File: config.mk
export PLATFORM = sky130hd
export DESIGN_NAME = cache_arbiter
export DESIGN_NICKNAME = d
export VERILOG_FILES = /design/src/rtl/arb_types.sv /design/src/rtl/arb_priority.sv /design/src/rtl/cache_arbiter.sv
export SDC_FILE = /design/constraint.sdc
export NUM_CORES = 1
export LEC_CHECK = 0
export ABC_AREA = 0
export ABC_CLOCK_PERIOD_IN_PS = 4400
export BUFFER_PORTS_ARGS = -buffer_cell sky130_fd_sc_hd__buf_2
export CORE_AREA = 2 2 534 536
export DETAILED_ROUTE_END_ITERATION = 8
export DIE_AREA = 0 0 536 538
export PLACE_DENSITY_LB_ADDON = 0.2
export SLEW_MARGIN = 20
export SYNTH_ARGS = -nofsm -noshare
export SYNTH_HDL_FRONTEND = slang
export SYNTH_HIERARCHICAL = 1
export SYNTH_SLANG_ARGS = --single-unit
File: constraint.sdc
create_clock -name clk -period 4.4 [get_ports clk]
set_clock_uncertainty 0.1 [all_clocks]
set_input_delay 0.22 -clock clk [delete_from_list [all_inputs] [get_ports clk]]
set_output_delay 0.22 -clock clk [all_outputs]
set_load 0.01 [all_outputs]
File: src/rtl/arb_types.sv
// Shared types for the I/D-cache physical-memory arbiter.
package arb_types;

    localparam int ADDR_W = 32;
    localparam int LINE_W = 256;

    typedef enum logic [1:0] {
        IDLE,
        SERVE_I,
        SERVE_D
    } arb_state_t;

    typedef enum logic {
        GRANT_I,
        GRANT_D
    } grant_t;

endpackage

File: src/rtl/arb_priority.sv
// Combinational winner selection between the I-cache and D-cache requests.
// ARB_ROUND_ROBIN_EN: alternate on conflicts using the last-grant bit; otherwise D wins conflicts.
module arb_priority
    import arb_types::*;
(
`ifdef ARB_ROUND_ROBIN_EN
    input  grant_t last_grant,
`endif
    input  logic   req_i,
    input  logic   req_d,
    output logic   any_req,
    output grant_t winner
);

    always_comb begin
        any_req = req_i | req_d;
`ifdef ARB_ROUND_ROBIN_EN
        if (req_i && req_d) begin
            winner = (last_grant == GRANT_D) ? GRANT_I : GRANT_D;
        end else begin
            winner = req_d ? GRANT_D : GRANT_I;
        end
`else
        winner = req_d ? GRANT_D : GRANT_I;
`endif
    end

endmodule

File: src/rtl/cache_arbiter.sv
// Shares the single cacheline-adaptor port between the I-cache and D-cache.
// ARB_ROUND_ROBIN_EN selects round-robin conflict resolution instead of fixed D priority.
module cache_arbiter
    import arb_types::*;
(
    input  logic              clk,
    input  logic              rst,
    input  logic              i_pmem_read,
    input  logic [ADDR_W-1:0] i_pmem_address,
    output logic [LINE_W-1:0] i_pmem_rdata,
    output logic              i_pmem_resp,
    input  logic              d_pmem_read,
    input  logic              d_pmem_write,
    input  logic [ADDR_W-1:0] d_pmem_address,
    input  logic [LINE_W-1:0] d_pmem_wdata,
    output logic [LINE_W-1:0] d_pmem_rdata,
    output logic              d_pmem_resp,
    output logic              pmem_read,
    output logic              pmem_write,
    output logic [ADDR_W-1:0] pmem_address,
    output logic [LINE_W-1:0] pmem_wdata,
    input  logic [LINE_W-1:0] pmem_rdata,
    input  logic              pmem_resp
);

    arb_state_t state_q, state_d;
    logic       any_req;
    grant_t     winner;

`ifdef ARB_ROUND_ROBIN_EN
    grant_t last_grant_q, last_grant_d;
`endif

    arb_priority u_prio (
`ifdef ARB_ROUND_ROBIN_EN
        .last_grant (last_grant_q),
`endif
        .req_i      (i_pmem_read),
        .req_d      (d_pmem_read | d_pmem_write),
        .any_req    (any_req),
        .winner     (winner)
    );

    // Read data is broadcast; only the resp strobe qualifies it per requester.
    assign i_pmem_rdata = pmem_rdata;
    assign d_pmem_rdata = pmem_rdata;
    assign pmem_wdata   = d_pmem_wdata;

    always_comb begin
        state_d      = state_q;
`ifdef ARB_ROUND_ROBIN_EN
        last_grant_d = last_grant_q;
`endif
        pmem_read    = 1'b0;
        pmem_write   = 1'b0;
        pmem_address = d_pmem_address;
        i_pmem_resp  = 1'b0;
        d_pmem_resp  = 1'b0;
        case (state_q)
            IDLE: begin
                if (any_req) begin
                    state_d      = (winner == GRANT_D) ? SERVE_D : SERVE_I;
`ifdef ARB_ROUND_ROBIN_EN
                    last_grant_d = winner;
`endif
                end
            end
            SERVE_I: begin
                pmem_read    = i_pmem_read;
                pmem_address = i_pmem_address;
                i_pmem_resp  = pmem_resp;
                if (pmem_resp) state_d = IDLE;
            end
            SERVE_D: begin
                pmem_read    = d_pmem_read;
                pmem_write   = d_pmem_write;
                d_pmem_resp  = pmem_resp;
                if (pmem_resp) state_d = IDLE;
            end
            default: state_d = IDLE;
        endcase
    end

    always_ff @(posedge clk) begin
        if (rst) begin
            state_q <= IDLE;
        end else begin
            state_q <= state_d;
        end
    end

`ifdef ARB_ROUND_ROBIN_EN
    // Reset value makes the I-cache the favoured requester on the first conflict.
    always_ff @(posedge clk) begin
        if (rst) begin
            last_grant_q <= GRANT_D;
        end else begin
            last_grant_q <= last_grant_d;
        end
    end
`endif

    a_i_hold: assert property (@(posedge clk) disable iff (rst)
        (state_q == SERVE_I) |-> i_pmem_read)
        else $error("i_pmem_read dropped while granted");

    a_d_hold: assert property (@(posedge clk) disable iff (rst)
        (state_q == SERVE_D) |-> (d_pmem_read | d_pmem_write))
        else $error("D-cache request dropped while granted");

    a_d_rw: assert property (@(posedge clk) disable iff (rst)
        !(d_pmem_read && d_pmem_write))
        else $error("d_pmem_read and d_pmem_write asserted together");

endmodule
### Word level (Yosys, flattened, before mapping)

Cells that the tools add are included.

* flip-flop bits (word level): 2
* input bits: 582
* output and inout port bits: 804
* logic and storage cells: 20

* equality and inequality tests: 4
* multiplexer cells: 10
* bitwise operators: 2
* reductions and logical operators: 3

Operators by type and width (number)
* $mux W32: 1
* $mux W2: 3
* $mux W1: 4
* $pmux W2 S2: 1
* $eq A2 B1 Y1 const B: 1
* $eq A2 B2 Y1 const B: 1
* $logic_not A2 Y1: 1
* $ne A2 B1 Y1 const B: 1
* $ne A2 B2 Y1 const B: 1
* $or A1 B1 Y1: 2
* $pmux W1 S2: 1
* $reduce_and A2 Y1: 1
* $reduce_or A2 Y1: 1

### Depth between registers and ports, before layout

* word-level depth: 5
* gate-level depth with buffers: 5
* depth with buffers taken out: 5

### Hierarchy

Netlist, hierarchy kept.

By module, submodules not included
* cache_arbiter: instances 1, cells each 825, area each 6321.1 sq um, seq. area each 40.0 sq um
* arb_priority: instances 1, cells each 2, area each 13.8 sq um, seq. area each 0.0 sq um

### Worst setup path before layout

No wires, ideal clock.

* path kind: register to register
* start: register state_q[0]
* end: register state_q[0]
* library setup time: 0.070 ns
* arrival: 1.415 ns
* data required time: 4.230 ns
* path slack: 2.815 ns
* cell stages (with the launch flop): 6
* path buffers: 0
* period minus slack after synthesis: 1.585 ns
* cell sequence: dfxtp_1 > inv_1 > ha_1 > nor2b_1 > or4b_1 > a21oi_1

* longest elaborated chain between the ends: 4
* elaborated cells on any way between the ends: 8
* classes of those cells: 4 x eq/ne; 1 x mux; 3 x reduce/logical

Ends and longest elaborated chain
* start: declaration: RTL line cache_arbiter.sv:26 `arb_state_t state_q, state_d;`
* start signal: assignment: RTL line cache_arbiter.sv:88 `state_q <= state_d;`
* $eq A2 B2 Y1 / $eq A2 B1 Y1 (equally long branches): RTL line cache_arbiter.sv:59 `case (state_q)`
* $reduce_or A2 Y1 (no line)
* $ne A2 B1 Y1 (no line)
* $reduce_and A2 Y1 (no line)

Parallel ways exist; a longest one is shown, timed or not.
A chain may end at the register's enable or synchronous reset.

### Final worst setup path

* start: register state_q[1]
* end: output port pmem_address[23]

* longest elaborated chain between the ends: 2

Ends and longest elaborated chain
* $eq A2 B1 Y1: RTL line cache_arbiter.sv:59
* $mux W32: RTL line cache_arbiter.sv:59
* end: declaration: RTL line cache_arbiter.sv:20 `output logic [ADDR_W-1:0] pmem_address,`

Every way passes these cells.

==> reports/qor.yml <==
clock_network:
  post-cts-setup-buffers: 0
  cts-root-buf: "clkbuf_16"
  ctsResizeCount: 0
  clock_path_buffers: 2
  htree_levels: 1
  numCtsBuffers: 3
  cts_tree: "yes"
  clk_pin_slew_worst_paths_ns: 0.03
  cts.sinks: 2
  clk-insertion-delay-late_ns: 0.23
  hold_buffers: 0
floorplan:
  core_mm2: 0.2832
  die_h_um: 538
  dieWidth_um: 536
  num_rows: 196
  die_area_mm2: 0.2884
  ios: 1386
  initial_core_util_pct: 2.237
setup_path:
  critPathBufInv: 3
  reg2reg_depth: 5
  critPathMaxFanout: 34
  cp.arrival_ns: 1.70
  cp-end-kind: "primary output"
  rrSetupSlack_ns: 2.68
  slowest_delay_ns: 0.40
  crit_chain: "inv_1 > ha_1 > buf_4 > mux2_1 > buf_2"
  crit_type: "flop to primary output"
  critPathTopFamily: "buffers and inverters"
  r2r-start: "state_q[0]$_SDFFE_PP0P_"
  start_kind: "flop"
  reg2reg_to: "state_q[0]$_SDFFE_PP0P_"
  slowest_stage: "mux2_1"
  critPathRequiredTime_ns: 4.08
  cp_num_cells: 5
synth:
  synth_ff_type: "dfxtp_1"
  synth_common_cells: "buf_4 (769), mux2_1 (32), buf_2 (4)"
  synth_top_area_share_pct: 91.13
  synth_area_leaders: "buf_4 (91%), mux2_1 (5.7%), dfxtp_1 (0.63%), ha_1 (0.59%), buf_2 (0.32%)"
  yosys_warnings: 6
  synth.distinct_cells: 14
  synthCells: 827
  synth.largest_area_cell: "buf_4"
  synth_most_common_cell: "buf_4"
  synth_fp_nets: 1412
  syn-cell-area_mm2: 0.006335
  async_reset_ff_share_pct: 0
  yosys_register_bits: 2
  synth_edf_count: 0
  yosysSeqAreaShare_pct: 0.6320
  syn_avg_cell_area_um2: 7.660
global_routing:
  antenna_found_initial: 36
  overflow: 0
  grt_util_all_layers_pct: 9.500
  grt_util_met2_pct: 12.44
  use_met3_pct: 19.59
  grt_pass1_wl_um: 150300
  grt_busiest_layer: "met3"
  grt_max_degree: 35
  gr-usage-met1_pct: 3.818
  grt_pass1_vias: 2734
power:
  worst_ir_drop_vdd_mv: 0.07275
  netSwitchingPower_mw: 0.1956
  swShare_pct: 49.43
  p_clk_share_pct: 35.1
  seq_power_share_pct: 5.5
  power_leakage_nw: 0.6554
  intPower_mw: 0.2002
  combPwrFrac_pct: 59.3
  power.total_mw: 0.3958
  powerDensity_mw_per_mm2: 67.37
drt:
  vias: 2785
  first_pass_iters: 5
  routedWlPerCell_um: 36.74
  ant_nets: 0
  routed_wirelength_um: 144500
  viasPerCell: 0.7083
  drc: 0
  drtIter0Drc: 245
finish:
  regMostFlops: "state_q"
  areaGrowthSynthToFinish_pct: -7.268
  nNetsFinal: 750
  fill_cells: 33930
  largestRegisters: "state_q (2)"
  final_cells: 3932
  drive_above_1_share_pct: 66.87
  largest_register_ffs: 2
timing:
  maxSlewViolCount: 0
  worstMarginPinSlew_ns: 0.4124
  min_period_over_period_pct: 45.80
  setup_tns_ns: 0
  slew_headroom_pct: 72.51
  period_needed_ns: 2.015
  hold_viol: 0
  setup_viol: 0
  rsz0062_at_grt: "no"
  fmax_mhz: 496.2
worst_hold_path:
  whs_path_depth: 2
  worstHoldEndpoint: "state_q[0]$_SDFFE_PP0P_"
  holdCritStartpoint: "rst"
  hp-class: "primary input to flop"
place:
  io_buffers: 105
  place_inst: 3922
  place_hpwl_um: 140000
  place_congestion: 1.035
status:
  status: "complete, no violations"
flow_run:
  drv_cap: 0
## kinds of logic (layout without fill, tap and decap cells)
kind of cell / after synthesis / after routing / share of synthesized area, %
flip-flops: 2 / 2 / 0.6321
AO/OA/AOI/OAI: 5 / 5 / 0.4346
adder cells (fa/ha/maj): 3 / 3 / 0.5926
buffers and inverters: 775 / 111 / 91.57
other: 0 / 7 / 0
multiplexers: 32 / 32 / 5.688
AND/OR/NAND/NOR: 10 / 10 / 1.086
## cells in the final DEF (no fill, tap or decap)
cell,n
ha_1,3
dfxtp_1,2
a21oi_1,2
nand4b_1,1
a22oi_1,1
buf_4,1
nor2b_1,3
o21ai_0,2
inv_1,2
buf_2,105
mux2_1,32
or2_1,2
and2_1,3
diode_2,7
or4b_1,1
clkbuf_16,3
## layer usage
layer	wire, um	up-vias
met3	63660	304
li1	-	431
met2	53730	1211
met5	345	-
met1	19740	831
met4	6977	8
## power by group through the flow
stage	Combinational, mW	Clock (mW)	Sequential [mW]
after detailed placement	0.222	0	0.0219
final	0.235	0.139	0.0219
after CTS	0.223	0.140	0.0216
after global placement	0.226	0	0.0216
after floorplan	0.775	0	0.0214
after global routing	0.235	0.144	0.0220
## worst max-delay path by stage
stage	slack [ns]	startpoint	to
2_1_floorplan	2.81	state_q[0]$_SDFFE_PP0P_	state_q[0]$_SDFFE_PP0P_
3_3_place_gp	2.69	state_q[1]$_SDFFE_PP0P_	pmem_address[19]
3_5_place_dp	2.64	state_q[1]$_SDFFE_PP0P_	pmem_address[23]
4_1_cts	2.40	state_q[1]$_SDFFE_PP0P_	pmem_address[23]
5_1_grt	2.30	state_q[1]$_SDFFE_PP0P_	pmem_address[23]
6_report	2.38	state_q[1]$_SDFFE_PP0P_	pmem_address[23]
## per-stage QoR
| step | utilization (%) | hold slack [ns] | cell area, um^2 | worst slack [ns] |
|---|---|---|---|---|
| floorplan | - | 0.1891 | 6335 | 2.815 |
| global placement | 2.041 | 0.3401 | 5782 | 2.686 |
| detailed placement | 2.041 | 0.3401 | 5782 | 2.636 |
| CTS | 2.068 | 0.1217 | 5857 | 2.396 |
| global route | 2.069 | 0.1391 | 5859 | 2.299 |
| finish | 2.074 | 0.1358 | 5874 | 2.385 |
## layout make-up
cell class / instances / area (um^2) / area share [%]
Clock buffer: 3 / 75.07 / 1.278
Timing Repair Buffer: 106 / 533.0 / 9.073
Tap cell: 3762 / 4707 / 80.13
Antenna cell: 7 / 17.52 / 0.2982
Inverter: 2 / 7.507 / 0.1278
Multi-Input combinational cell: 50 / 494.2 / 8.413
Sequential cell: 2 / 40.04 / 0.6816
No activity file was read; power rests on OpenSTA's default activity.
